**src/rtl/master.sv**
```systemverilog
// Transmitter side of the valid/ready handshake: a DEPTH-entry FIFO feeding a
// registered output stage that holds each word until the receiver accepts it.
module master #(
    parameter int WIDTH = 8,
    parameter int DEPTH = 4,
    parameter int CNT_W = 16
) (
    input  logic                       clk,
    input  logic                       rst,
    input  logic                       wr_en,
    input  logic [WIDTH-1:0]           mdata_in,
    input  logic                       valid_en,
    input  logic                       ready,
    output logic                       valid,
    output logic [WIDTH-1:0]           mdata_out,
    output logic                       full,
    output logic                       empty,
    output logic [$clog2(DEPTH):0]     level,
    output logic [CNT_W-1:0]           tx_count
);

    localparam int PTR_W = $clog2(DEPTH);
    localparam int LVL_W = PTR_W + 1;

    typedef enum logic {
        IDLE = 1'b0,
        SEND = 1'b1
    } state_t;

    logic [WIDTH-1:0] mem [DEPTH];

    logic [PTR_W-1:0] wr_ptr_reg;
    logic [PTR_W-1:0] rd_ptr_reg;
    logic [LVL_W-1:0] level_reg;
    logic [LVL_W-1:0] level_next;
    state_t           state_reg;
    logic             valid_reg;
    logic [WIDTH-1:0] mdata_reg;
    logic [CNT_W-1:0] tx_count_reg;

    logic push;
    logic launch;
    logic done;

    assign full  = (level_reg == LVL_W'(DEPTH));
    assign empty = (level_reg == '0);

    // full is judged on the current level, so a pop in the same cycle never
    // opens room for a write into a full FIFO.
    assign push   = wr_en && !full;
    assign launch = valid_en && !empty && ((state_reg == IDLE) || ready);
    assign done   = valid_reg && ready;

    always_comb begin
        level_next = level_reg;
        case ({push, launch})
            2'b10:   level_next = level_reg + 1'b1;
            2'b01:   level_next = level_reg - 1'b1;
            default: level_next = level_reg;
        endcase
    end

    // Storage array left unreset so it can map onto RAM.
    always_ff @(posedge clk) begin
        if (push) begin
            mem[wr_ptr_reg] <= mdata_in;
        end
    end

    always_ff @(posedge clk) begin
        if (rst) begin
            wr_ptr_reg <= '0;
            rd_ptr_reg <= '0;
            level_reg  <= '0;
        end else begin
            if (push) begin
                wr_ptr_reg <= wr_ptr_reg + 1'b1;
            end
            if (launch) begin
                rd_ptr_reg <= rd_ptr_reg + 1'b1;
            end
            level_reg <= level_next;
        end
    end

    // Output stage: the head is read straight into the registered data output.
    always_ff @(posedge clk) begin
        if (rst) begin
            state_reg <= IDLE;
            valid_reg <= 1'b0;
            mdata_reg <= '0;
        end else begin
            case (state_reg)
                IDLE: begin
                    if (launch) begin
                        state_reg <= SEND;
                        valid_reg <= 1'b1;
                        mdata_reg <= mem[rd_ptr_reg];
                    end
                end
                SEND: begin
                    if (ready) begin
                        if (launch) begin
                            mdata_reg <= mem[rd_ptr_reg];
                        end else begin
                            state_reg <= IDLE;
                            valid_reg <= 1'b0;
                            mdata_reg <= '0;
                        end
                    end
                end
                default: begin
                    state_reg <= IDLE;
                    valid_reg <= 1'b0;
                    mdata_reg <= '0;
                end
            endcase
        end
    end

    always_ff @(posedge clk) begin
        if (rst) begin
            tx_count_reg <= '0;
        end else if (done) begin
            tx_count_reg <= tx_count_reg + 1'b1;
        end
    end

    assign valid     = valid_reg;
    assign mdata_out = mdata_reg;
    assign level     = level_reg;
    assign tx_count  = tx_count_reg;

endmodule
```
**config.mk**
```make
export PLATFORM = sky130hd
export DESIGN_NAME = master
export DESIGN_NICKNAME = d
export VERILOG_FILES = /design/src/rtl/master.sv
export SDC_FILE = /design/constraint.sdc
export NUM_CORES = 1
export LEC_CHECK = 0
export ABC_AREA = 1
export BUFFER_PORTS_ARGS = -buffer_cell sky130_fd_sc_hd__buf_4
export CAP_MARGIN = 20
export CORE_ASPECT_RATIO = 1.5
export CORE_MARGIN = 10
export CORE_UTILIZATION = 55
export CTS_CLUSTER_DIAMETER = 40
export DETAILED_ROUTE_END_ITERATION = 6
export PLACE_DENSITY_LB_ADDON = 0.08
export SLEW_MARGIN = 20
export SYNTH_ARGS = -nofsm -noshare
export SYNTH_HDL_FRONTEND = slang
export SYNTH_SLANG_ARGS = --single-unit
```
**constraint.sdc**
```tcl
create_clock -name clk -period 4.3 [get_ports clk]
set_clock_uncertainty 0.05 [all_clocks]
set_input_delay 0.215 -clock clk [delete_from_list [all_inputs] [get_ports clk]]
set_output_delay 0.215 -clock clk [all_outputs]
set_load 0.02 [all_outputs]
```
==> results of run 1 <==
kinds of logic after synthesis:
group                      share of synthesized area (%)
DFF                                                 58.9
AOI/OAI and AO/OA                                   12.0
adders and majority gates                           3.37
xor gates and xnor gates                           0.311
and+or+nand+nor                                     18.9
buffers and inverters                               6.48
placed cells by master, fill, tap and decap left out:
master | synthesis | final
nor2_1 | 49 | 49
edfxtp_1 | 32 | 32
nor2_4 | 3 | 3
nand2_1 | 33 | 33
o21ai_0 | 32 | 32
clkbuf_1 | 3 | 3
o21ai_1 | 7 | 7
nor2_2 | 2 | 2
nor3_1 | 2 | 2
a211oi_1 | 1 | 1
nand4_1 | 7 | 7
clkinv_2 | 0 | 1
nand3_1 | 16 | 16
ha_1 | 6 | 6
buf_4 | 3 | 42
a31oi_1 | 1 | 1
clkinv_1 | 0 | 1
clkbuf_8 | 0 | 10
nand3_2 | 2 | 2
inv_1 | 36 | 36
dfxtp_1 | 35 | 35
inv_2 | 1 | 1
fa_1 | 1 | 1
bufinv_16 | 0 | 1
a21oi_1 | 26 | 26
nand2_2 | 4 | 4
xor2_1 | 1 | 1
where the power goes:
| group | switching [mW] | internal (mW) | total [mW] | leakage (nW) |
|---|---|---|---|---|
| clock | 0.219 | 0.282 | 0.500 | 0.0951 |
| sequential | 0.0627 | 0.753 | 0.816 | 0.578 |
| combinational | 0.285 | 0.163 | 0.448 | 0.667 |
| total | 0.566 | 1.20 | 1.76 | 1.34 |
metrics by stage:
stage          util, %  instance area, um^2  worst slack, ns  power [mW]
4_1_cts           68.8                 3360             1.68        1.79
6_report          68.8                 3360             1.69        1.76
3_5_place_dp      65.0                 3170             1.72        1.28
2_1_floorplan        -                 2820             2.10        1.13
5_1_grt           68.8                 3360             1.32        1.87
3_3_place_gp      65.0                 3170             1.81        1.27
layer usage:
layer	track usage [%]	part of all wire, %
met3	3.76	4.8
met1	14.2	39
met2	26.7	54
met4	7.71	2.3
met5	0	0
worst max path at each step:
stage / from / endpoint / slack [ns] / cells past startpoint
6_report: level[1]$_SDFFE_PP0P_ / level[2]$_SDFFE_PP0P_ / 1.69 / 11
5_1_grt: level[0]$_SDFFE_PP0P_ / level[2]$_SDFFE_PP0P_ / 1.32 / 11
4_1_cts: level[0]$_SDFFE_PP0P_ / level[2]$_SDFFE_PP0P_ / 1.68 / 11
3_5_place_dp: level[0]$_SDFFE_PP0P_ / level[2]$_SDFFE_PP0P_ / 1.72 / 11
3_3_place_gp: level[0]$_SDFFE_PP0P_ / level[2]$_SDFFE_PP0P_ / 1.81 / 11
2_1_floorplan: level[0]$_SDFFE_PP0P_ / level[2]$_SDFFE_PP0P_ / 2.10 / 12
worst register-to-register path, stage by stage (launching register included):
cell     delay, ns
dfxtp_1       0.35
inv_1         0.09
nand3_2       0.09
nand2_1       0.06
nor2_1        0.62
ha_1          0.27
inv_1         0.07
fa_1          0.38
a21oi_1       0.16
o21ai_0       0.12
o21ai_0       0.16
a21oi_1       0.05
cell type report:
cell class	instances	area (um^2)
tap	66	82.6
timing repair buffer	42	315
fill	420	1530
sequential	67	1660
inverter	37	139
clock buffer	13	149
clock inverter	3	38.8
multi-input combinational	193	976
==> flow_metrics.env, run 1 <==
export IMPL_dieWidth_um=78.5
export IMPL_reg2reg_depth=11
export IMPL_hold_slack_ns=0.0230
export IMPL_yosys_area_top_type="edfxtp_1"
export IMPL_period_share_pct=60.7
export IMPL_drt_iter0_drc=97
export IMPL_drc=0
export IMPL_relSlewSlack_pct=45.3
export IMPL_timing_rr_end="level[2]$_SDFFE_PP0P_"
export IMPL_drive_above_1_share_pct=18.6
export IMPL_cts_tree="built"
export IMPL_cp_top_family="simple AND/OR/NAND/NOR gates"
export IMPL_ys_async_sr_fraction_pct=0
export IMPL_slowest_stage="nor2_1"
export IMPL_final_min_clock_period_ns=2.61
export IMPL_antenna_found_initial=0
export IMPL_grt_util_all_layers_pct=14.5
export IMPL_setup_tns_final_ns=0
export IMPL_cts_root_buf="clkbuf_8"
export IMPL_grt_max_degree=21
export IMPL_largest_reg_flops=32
export IMPL_yosysMostFrequentCell="nor2_1"
export IMPL_grt_pass1_vias=2130
export IMPL_clkSlewWorstSetupHoldPaths_ns=0.07
export IMPL_critPathMaxFanout=13
export IMPL_cts_buffer_depth=2
export IMPL_clock_latency_ns=0.33
export IMPL_holdPathEnd="mem[2][4]$_DFFE_PP_"
export IMPL_ant_nets=0
export IMPL_fp_dieH_um=108
export IMPL_hold_buffers=0
export IMPL_worstSetupPathType="flip-flop to flip-flop"
export IMPL_h_tree_depth=3
export IMPL_hold_viol=0
export IMPL_slowest_delay_ns=0.62
export IMPL_drtPass1Iterations=4
export IMPL_routed_wl_um=5720
export IMPL_ys_seq_elements=67
export IMPL_coreArea_um2=4890
export IMPL_grt_ovfl_total=0
export IMPL_rsz0062_at_grt="false"
export IMPL_cp_arrival_ns=2.78
export IMPL_cp_cell_sequence="inv_1, nand3_2, nand2_1, nor2_1, ha_1, inv_1, fa_1, a21oi_1, o21ai_0, o21ai_0, a21oi_1"
export IMPL_hold_path_class="input port to flip-flop"
export IMPL_cp_end_kind="flip-flop"
export IMPL_synthCells=305
export IMPL_cts_setup_buffers=0
export IMPL_syn_to_final_growth_pct=19.2
export IMPL_yosys_warnings=0
export IMPL_rr_startpoint="level[1]$_SDFFE_PP0P_"
export IMPL_yosys_top_cells_area="edfxtp_1, dfxtp_1, nor2_1"
export IMPL_power_leakage_nw=1.34
export IMPL_syn_avg_cell_area_um2=9.25
export IMPL_ff2ff_setup_slack_ns=1.69
export IMPL_worstMarginPinSlew_ns=0.818
export IMPL_synth_edf_count=32
export IMPL_finalNonFillerCells=421
export IMPL_max_freq_ghz=0.383
export IMPL_yosysSeqAreaShare_pct=58.9
export IMPL_placed_cells=405
export IMPL_post_drt_wl_per_cell_um=13.6
export IMPL_cap_violations=0
export IMPL_required_ns=4.47
export IMPL_synthesis_area_um2=2820
export IMPL_vdd_drop_max_v=0.000339
export IMPL_synth_cell_type_count=24
export IMPL_fin_nets=370
export IMPL_cp_buffers_inverters=2
export IMPL_cts_sinks=67
export IMPL_synth_commonest_cells="nor2_1, inv_1, dfxtp_1, nand2_1"
export IMPL_netlist_area_leader_share_pct=34.1
export IMPL_setup_viol=0
export IMPL_die_area_um2=8450
export IMPL_maxSlewViolCount=0
export IMPL_syn_nets=325
export IMPL_port_buffer_count=42
export IMPL_power_density_nw_per_um2=525
export IMPL_diodes=0
export IMPL_vias=2172
export IMPL_start_util_pct=57.7
export IMPL_ys_flop_type="dfxtp_1"
export IMPL_min_from="mdata_in[4]"
export IMPL_num_io_pins=43
export IMPL_ctsResizeCount=0
export IMPL_cp_start_kind="flip-flop"
export IMPL_rows=31
export IMPL_dp_hpwl_um=4250
export IMPL_numCtsBuffers=9
export IMPL_finalWeightedCongestion=0.826
export IMPL_via_per_inst=5.16
export IMPL_grt_pass1_wl_um=9790
export IMPL_hold_path_depth=1
export IMPL_status="complete, no violations"
No activity file was read; power rests on OpenSTA's default activity.
==> inputs of run 2 (changes only) <==
--- a/config.mk
+++ b/config.mk
@@ -5,12 +5,12 @@
 export SDC_FILE = /design/constraint.sdc
 export NUM_CORES = 1
 export LEC_CHECK = 0
-export ABC_AREA = 1
+export ABC_AREA = 0
 export BUFFER_PORTS_ARGS = -buffer_cell sky130_fd_sc_hd__buf_4
 export CAP_MARGIN = 20
 export CORE_ASPECT_RATIO = 1.5
 export CORE_MARGIN = 10
-export CORE_UTILIZATION = 55
+export CORE_UTILIZATION = 50
 export CTS_CLUSTER_DIAMETER = 40
 export DETAILED_ROUTE_END_ITERATION = 6
 export PLACE_DENSITY_LB_ADDON = 0.08
==> constraint.sdc (replaced) <==
create_clock -name clk -period 2.2 [get_ports clk]
set_clock_uncertainty 0.05 [all_clocks]
set_input_delay 0.11 -clock clk [delete_from_list [all_inputs] [get_ports clk]]
set_output_delay 0.11 -clock clk [all_outputs]
set_load 0.02 [all_outputs]
==> run 2 against run 1 <==
  * Count of clock-buffer cells in the layout down 2
  * Clock power up 110%
  * Utilization down 2.5 points
  * Synthesized cell count down 30%
  * Sequential share of layout area down 0.98 points
  * Area after synthesis down 3.8%
  * Largest cell class unchanged
  * Sequential power up 100%
  * Highest routed layer unchanged
  * Cell count down 18%
  * Non-clock buffer count up 14
  * Combinational power up 95%
  * Cell area up 2.6%
==> flow_metrics.env, run 2 <==
export IMPL_cp_cell_sequence="dlygate4sd3_1, buf_4, nand2b_1, nor2b_2, ha_4, inv_1, fa_2, xor2_1, or3_1, a21oi_1"
export IMPL_dieWidth_um=80.2
export IMPL_synth_edf_count=32
export IMPL_finalPower_mw=3.59
export IMPL_routed_wl_um=4980
export IMPL_hold_slack_ns=0.0923
export IMPL_required_ns=2.41
export IMPL_yosys_warnings=0
export IMPL_via_per_inst=5.03
export IMPL_grt_max_degree=31
export IMPL_drive_above_1_share_pct=29.6
export IMPL_numCtsBuffers=9
export IMPL_num_io_pins=43
export IMPL_grt_ovfl_total=0
export IMPL_synthesis_area_um2=2710
export IMPL_synth_commonest_cells="dfxtp_1, edfxtp_1, nor2_1, inv_1"
export IMPL_vdd_drop_max_v=0.000781
export IMPL_hold_path_depth=2
export IMPL_coreArea_um2=5200
export IMPL_yosys_area_top_type="edfxtp_1"
export IMPL_max_freq_ghz=0.486
export IMPL_syn_avg_cell_area_um2=12.7
export IMPL_worstMarginPinSlew_ns=0.534
export IMPL_cts_buffer_depth=2
export IMPL_ys_seq_elements=67
export IMPL_setup_tns_final_ns=0
export IMPL_min_from="rst"
export IMPL_grt_pass1_wl_um=8390
export IMPL_startpoint="ready"
export IMPL_hold_path_class="input port to flip-flop"
export IMPL_worstSetupPathType="input port to flip-flop"
export IMPL_cp_start_kind="input port"
export IMPL_syn_to_final_growth_pct=27.1
export IMPL_netlist_area_leader_share_pct=35.4
export IMPL_power_density_nw_per_um2=1040
export IMPL_rr_startpoint="level[2]$_SDFFE_PP0P_"
export IMPL_finalWeightedCongestion=0.713
export IMPL_rows=32
export IMPL_final_cell_mix="buf_4, dfxtp_1, edfxtp_1"
export IMPL_drtPass1Iterations=4
export IMPL_die_area_um2=8840
export IMPL_post_drt_wl_per_cell_um=14.4
export IMPL_power_leakage_nw=1.30
export IMPL_diodes=0
export IMPL_cts_root_buf="clkbuf_8"
export IMPL_critPathMaxFanout=8
export IMPL_slowest_delay_ns=0.53
export IMPL_rsz0062_at_grt="false"
export IMPL_fin_nets=292
export IMPL_ys_flop_type="dfxtp_1"
export IMPL_dp_hpwl_um=3600
export IMPL_period_share_pct=93.5
export IMPL_fp_dieH_um=110
export IMPL_clock_latency_ns=0.33
export IMPL_final_min_clock_period_ns=2.06
export IMPL_synth_cell_type_count=36
export IMPL_ys_async_sr_fraction_pct=0
export IMPL_yosys_top_cells_area="edfxtp_1, dfxtp_1, mux4_2"
export IMPL_antenna_found_initial=0
export IMPL_setup_viol=0
export IMPL_drc=0
export IMPL_start_util_pct=52.1
export IMPL_clkSlewWorstSetupHoldPaths_ns=0.07
export IMPL_synthCells=214
export IMPL_drt_iter0_drc=93
export IMPL_cts_tree="built"
export IMPL_cp_end_kind="flip-flop"
export IMPL_status="complete, no violations"
export IMPL_grt_pass1_vias=1772
export IMPL_ant_nets=0
export IMPL_syn_nets=234
export IMPL_reg2reg_depth=8
export IMPL_maxSlewViolCount=0
export IMPL_port_buffer_count=42
export IMPL_yosysMostFrequentCell="dfxtp_1"
export IMPL_slowest_stage="dlygate4sd3_1"
export IMPL_cts_sinks=67
export IMPL_layout_commonest_cell="buf_4"
export IMPL_grt_util_all_layers_pct=12.3
export IMPL_largest_reg_flops=32
export IMPL_vias=1734
export IMPL_hold_viol=0
export IMPL_h_tree_depth=3
export IMPL_cap_violations=0
export IMPL_fillers=410
export IMPL_yosysSeqAreaShare_pct=61.2
export IMPL_cp_arrival_ns=2.27
export IMPL_relSlewSlack_pct=64.1
run 2: worst max-delay path: cells and delay by family:
family	cells	cell delay (ns)
XOR/XNOR	1	0.15
buffers and inverters	3	0.73
AND/OR/NAND/NOR	3	0.66
adder cells (fa/ha/maj)	2	0.49
AO/OA/AOI/OAI	1	0.14
run 2: repair_timing:
action                                  CTS  global route
endpoints found under the hold margin    33             0
hold buffers                              9             0
setup buffers                             0             0
endpoints found under the setup margin    0             1
gates resized for setup                   0             1
run 2: final cells by class:
class	instances	area [um^2]	area share (%)
inverters	15	56.3	1.63
well taps	68	85.1	2.47
clock buffers	11	131	3.81
clock inverters	5	77.6	2.25
repair buffers	56	443	12.8
flip-flops and latches	67	1670	48.4
multi-input cells	123	985	28.6
run 2: cell families (layout without fill, tap and decap cells):
group	after synthesis	in the layout	share of synthesized area, %
AO/OA/AOI/OAI	25	25	6.32
flip-flops	67	67	61.2
XOR/XNOR	14	14	4.52
multiplexers	10	10	7.42
AND/OR/NAND/NOR	67	67	13.5
adder cells (fa/ha/maj)	7	7	3.50
buffers and inverters	24	87	3.55
run 2: worst paths after layout:
kind / to / slack [ns]
max reg2reg: level[2]$_SDFFE_PP0P_ / 0.15
min reg2reg: mdata_out[0]$_SDFFE_PP0P_ / 0.41
min: tx_count[0]$_SDFFE_PP0P_ / 0.09
max: level[2]$_SDFFE_PP0P_ / 0.14
run 2: metal layers:
layer / routed length, um / GRT usage (%) / up-vias
li1: - / - / 886
met1: 2060 / 13.0 / 812
met2: 2560 / 20.0 / 31
met3: 277 / 6.00 / 5
met4: 87 / 6.06 / 0
met5: 0 / 0 / -
run 2: per-stage QoR:
stage          util (%)  setup WS, ns  cell area (um^2)  cells
2_1_floorplan         -        0.0224              2750    214
3_3_place_gp       60.5         0.187              3150    320
3_5_place_dp       60.5         0.137              3150    320
4_1_cts            66.2         0.101              3450    345
5_1_grt            66.3        0.0136              3450    345
6_report           66.3         0.144              3450    345
run 2: power breakdown:
part           switching (mW)  total, mW  internal (mW)
logic                   0.432      0.872          0.440
clock network           0.432       1.07          0.635
registers               0.157       1.65           1.49
total                    1.02       3.59           2.57
==> inputs of run 3 (changes only) <==
--- a/config.mk
+++ b/config.mk
@@ -8,7 +8,7 @@
 export ABC_AREA = 0
 export BUFFER_PORTS_ARGS = -buffer_cell sky130_fd_sc_hd__buf_4
 export CAP_MARGIN = 20
-export CORE_ASPECT_RATIO = 1.5
+export CORE_ASPECT_RATIO = 1.25
 export CORE_MARGIN = 10
 export CORE_UTILIZATION = 50
 export CTS_CLUSTER_DIAMETER = 40
==> run 3 against run 2 <==
  * Sequential power hardly changed
  * Worst hold slack got worse by 0.0084 ns
  * Non-clock buffer count is 2 lower
  * Total power increased by 6.9%
  * Flip-flop and latch count is the same
  * Count of clock-buffer cells in the layout fell by 1
  * First-iteration DRC count shrank 14%
  * Setup slack better by 0.0021 ns
  * Cell area is 0.83% higher
  * Largest cell class unchanged
  * Die area shrank 0.48%
==> flow_metrics.env, run 3 (synthesized netlist as in run 2, its figures left out) <==
export IMPL_fp_dieH_um=102
export IMPL_vias=1764
export IMPL_critPathMaxFanout=8
export IMPL_hold_slack_ns=0.0839
export IMPL_numCtsBuffers=9
export IMPL_setup_tns_final_ns=0
export IMPL_cts_setup_buffers=0
export IMPL_grt_util_all_layers_pct=12.6
export IMPL_power_density_nw_per_um2=1100
export IMPL_fillers=399
export IMPL_via_per_inst=5.23
export IMPL_hold_path_class="input port to flip-flop"
export IMPL_die_area_um2=8790
export IMPL_finish_instance_area_um2=3480
export IMPL_clock_latency_ns=0.33
export IMPL_final_cell_mix="buf_4, dfxtp_1, edfxtp_1"
export IMPL_cts_tree="built"
export IMPL_final_min_clock_period_ns=2.05
export IMPL_cts_buffer_depth=2
export IMPL_num_io_pins=43
export IMPL_cap_violations=0
export IMPL_finalWeightedCongestion=0.735
export IMPL_routed_wl_um=5260
export IMPL_finalPower_mw=3.84
export IMPL_port_buffer_count=42
export IMPL_antenna_found_initial=0
export IMPL_diodes=0
export IMPL_cts_root_buf="clkbuf_8"
export IMPL_ant_nets=0
export IMPL_grt_pass1_vias=1834
export IMPL_clkSlewWorstSetupHoldPaths_ns=0.07
export IMPL_cp_start_kind="input port"
export IMPL_rows=29
export IMPL_cts_sinks=67
export IMPL_drive_above_1_share_pct=29.1
export IMPL_cp_cell_sequence="dlygate4sd3_1, buf_4, nand2b_1, nor2b_2, ha_4, inv_1, fa_2, xor2_1, or3_1, a21oi_1"
export IMPL_max_freq_ghz=0.487
export IMPL_pre_cts_slack_ns=0.140
export IMPL_maxSlewViolCount=0
export IMPL_grt_pass1_wl_um=8760
export IMPL_coreArea_um2=5150
export IMPL_syn_to_final_growth_pct=28.1
export IMPL_vdd_drop_max_v=0.000792
export IMPL_cp_end_kind="flip-flop"
export IMPL_largest_reg_flops=32
export IMPL_drt_iter0_drc=80
export IMPL_drtPass1Iterations=4
export IMPL_post_drt_wl_per_cell_um=15.6
export IMPL_cp_arrival_ns=2.26
export IMPL_fin_ws_ns=0.146
export IMPL_setup_viol=0
export IMPL_worstSetupPathType="input port to flip-flop"
export IMPL_status="complete, no violations"
export IMPL_worstMarginPinSlew_ns=0.545
export IMPL_grt_max_degree=31
export IMPL_period_share_pct=93.4
export IMPL_power_leakage_nw=1.31
export IMPL_start_util_pct=52.7
export IMPL_relSlewSlack_pct=63.6
export IMPL_h_tree_depth=3
export IMPL_place_area_um2=3120
export IMPL_fin_nets=290
export IMPL_slowest_delay_ns=0.53
export IMPL_layout_commonest_cell="buf_4"
export IMPL_hold_viol=0
export IMPL_required_ns=2.40
export IMPL_drc=0
export IMPL_dieWidth_um=85.9
export IMPL_rsz0062_at_grt="false"
export IMPL_dp_hpwl_um=3680
export IMPL_grt_ovfl_total=0
export IMPL_slowest_stage="dlygate4sd3_1"
-- run 3: cell count changes in the layout (fill, tap and decap cells not counted), sizes merged --
cell / change
clkbuf: -1
bufinv: +2
buf: -2
clkinvlp: -1
-- run 3: repair_timing --
action / 4_1_cts / 5_1_grt
gates resized for setup: 0 / 2
hold endpoints to repair: 33 / 0
setup endpoints to repair: 0 / 1
hold buffers: 9 / 0
-- run 3: critical path: cells and delay by family --
family	cells	cell delay [ns]
and+or+nand+nor	3	0.65
xor gates and xnor gates	1	0.15
buffers and inverters	3	0.73
adders and majority gates	2	0.49
AOI/OAI and AO/OA	1	0.13
-- run 3: area by class of cell --
cell class	instances	area [um^2]	area share, %
multi-input combinational	123	990	28.5
tap	62	77.6	2.23
inverter	15	56.3	1.62
timing repair buffer	54	428	12.3
clock inverter	6	128	3.67
clock buffer	10	128	3.67
sequential	67	1670	48.0
-- run 3: where the power goes --
part,switching (mW),internal [mW],leakage (nW)
Clock,0.434,0.861,0.126
Sequential,0.164,1.49,0.580
Combinational,0.440,0.446,0.605
Total,1.04,2.80,1.31
-- run 3: stage by stage --
| step | util (%) | cells |
|---|---|---|
| finish | 67.5 | 337 |
| global route | 67.5 | 337 |
| CTS | 67.3 | 337 |
| detailed placement | 60.6 | 312 |
| global placement | 60.6 | 312 |
| floorplan | - | 214 |
-- run 3: metal layers --
metal	wire length, um	share of wire [%]	track usage (%)	vias up
met5	0	0	0	-
met4	54	1.0	4.95	0
met3	261	5.0	4.70	6
met2	2670	51	21.7	33
met1	2270	43	13.8	831
li1	-	-	-	894
-- run 3: final timing paths --
path              slack, ns                   endpoint  depth (start not counted)                      start
hold / removal         0.08       state_reg$_SDFF_PP0_                          3                   valid_en
setup reg to reg       0.25      level[2]$_SDFFE_PP0P_                          9      level[0]$_SDFFE_PP0P_
setup / recovery       0.15      level[2]$_SDFFE_PP0P_                         10                      ready
hold reg to reg        0.41  mdata_out[5]$_SDFFE_PP0P_                          1  mdata_out[5]$_SDFFE_PP0P_
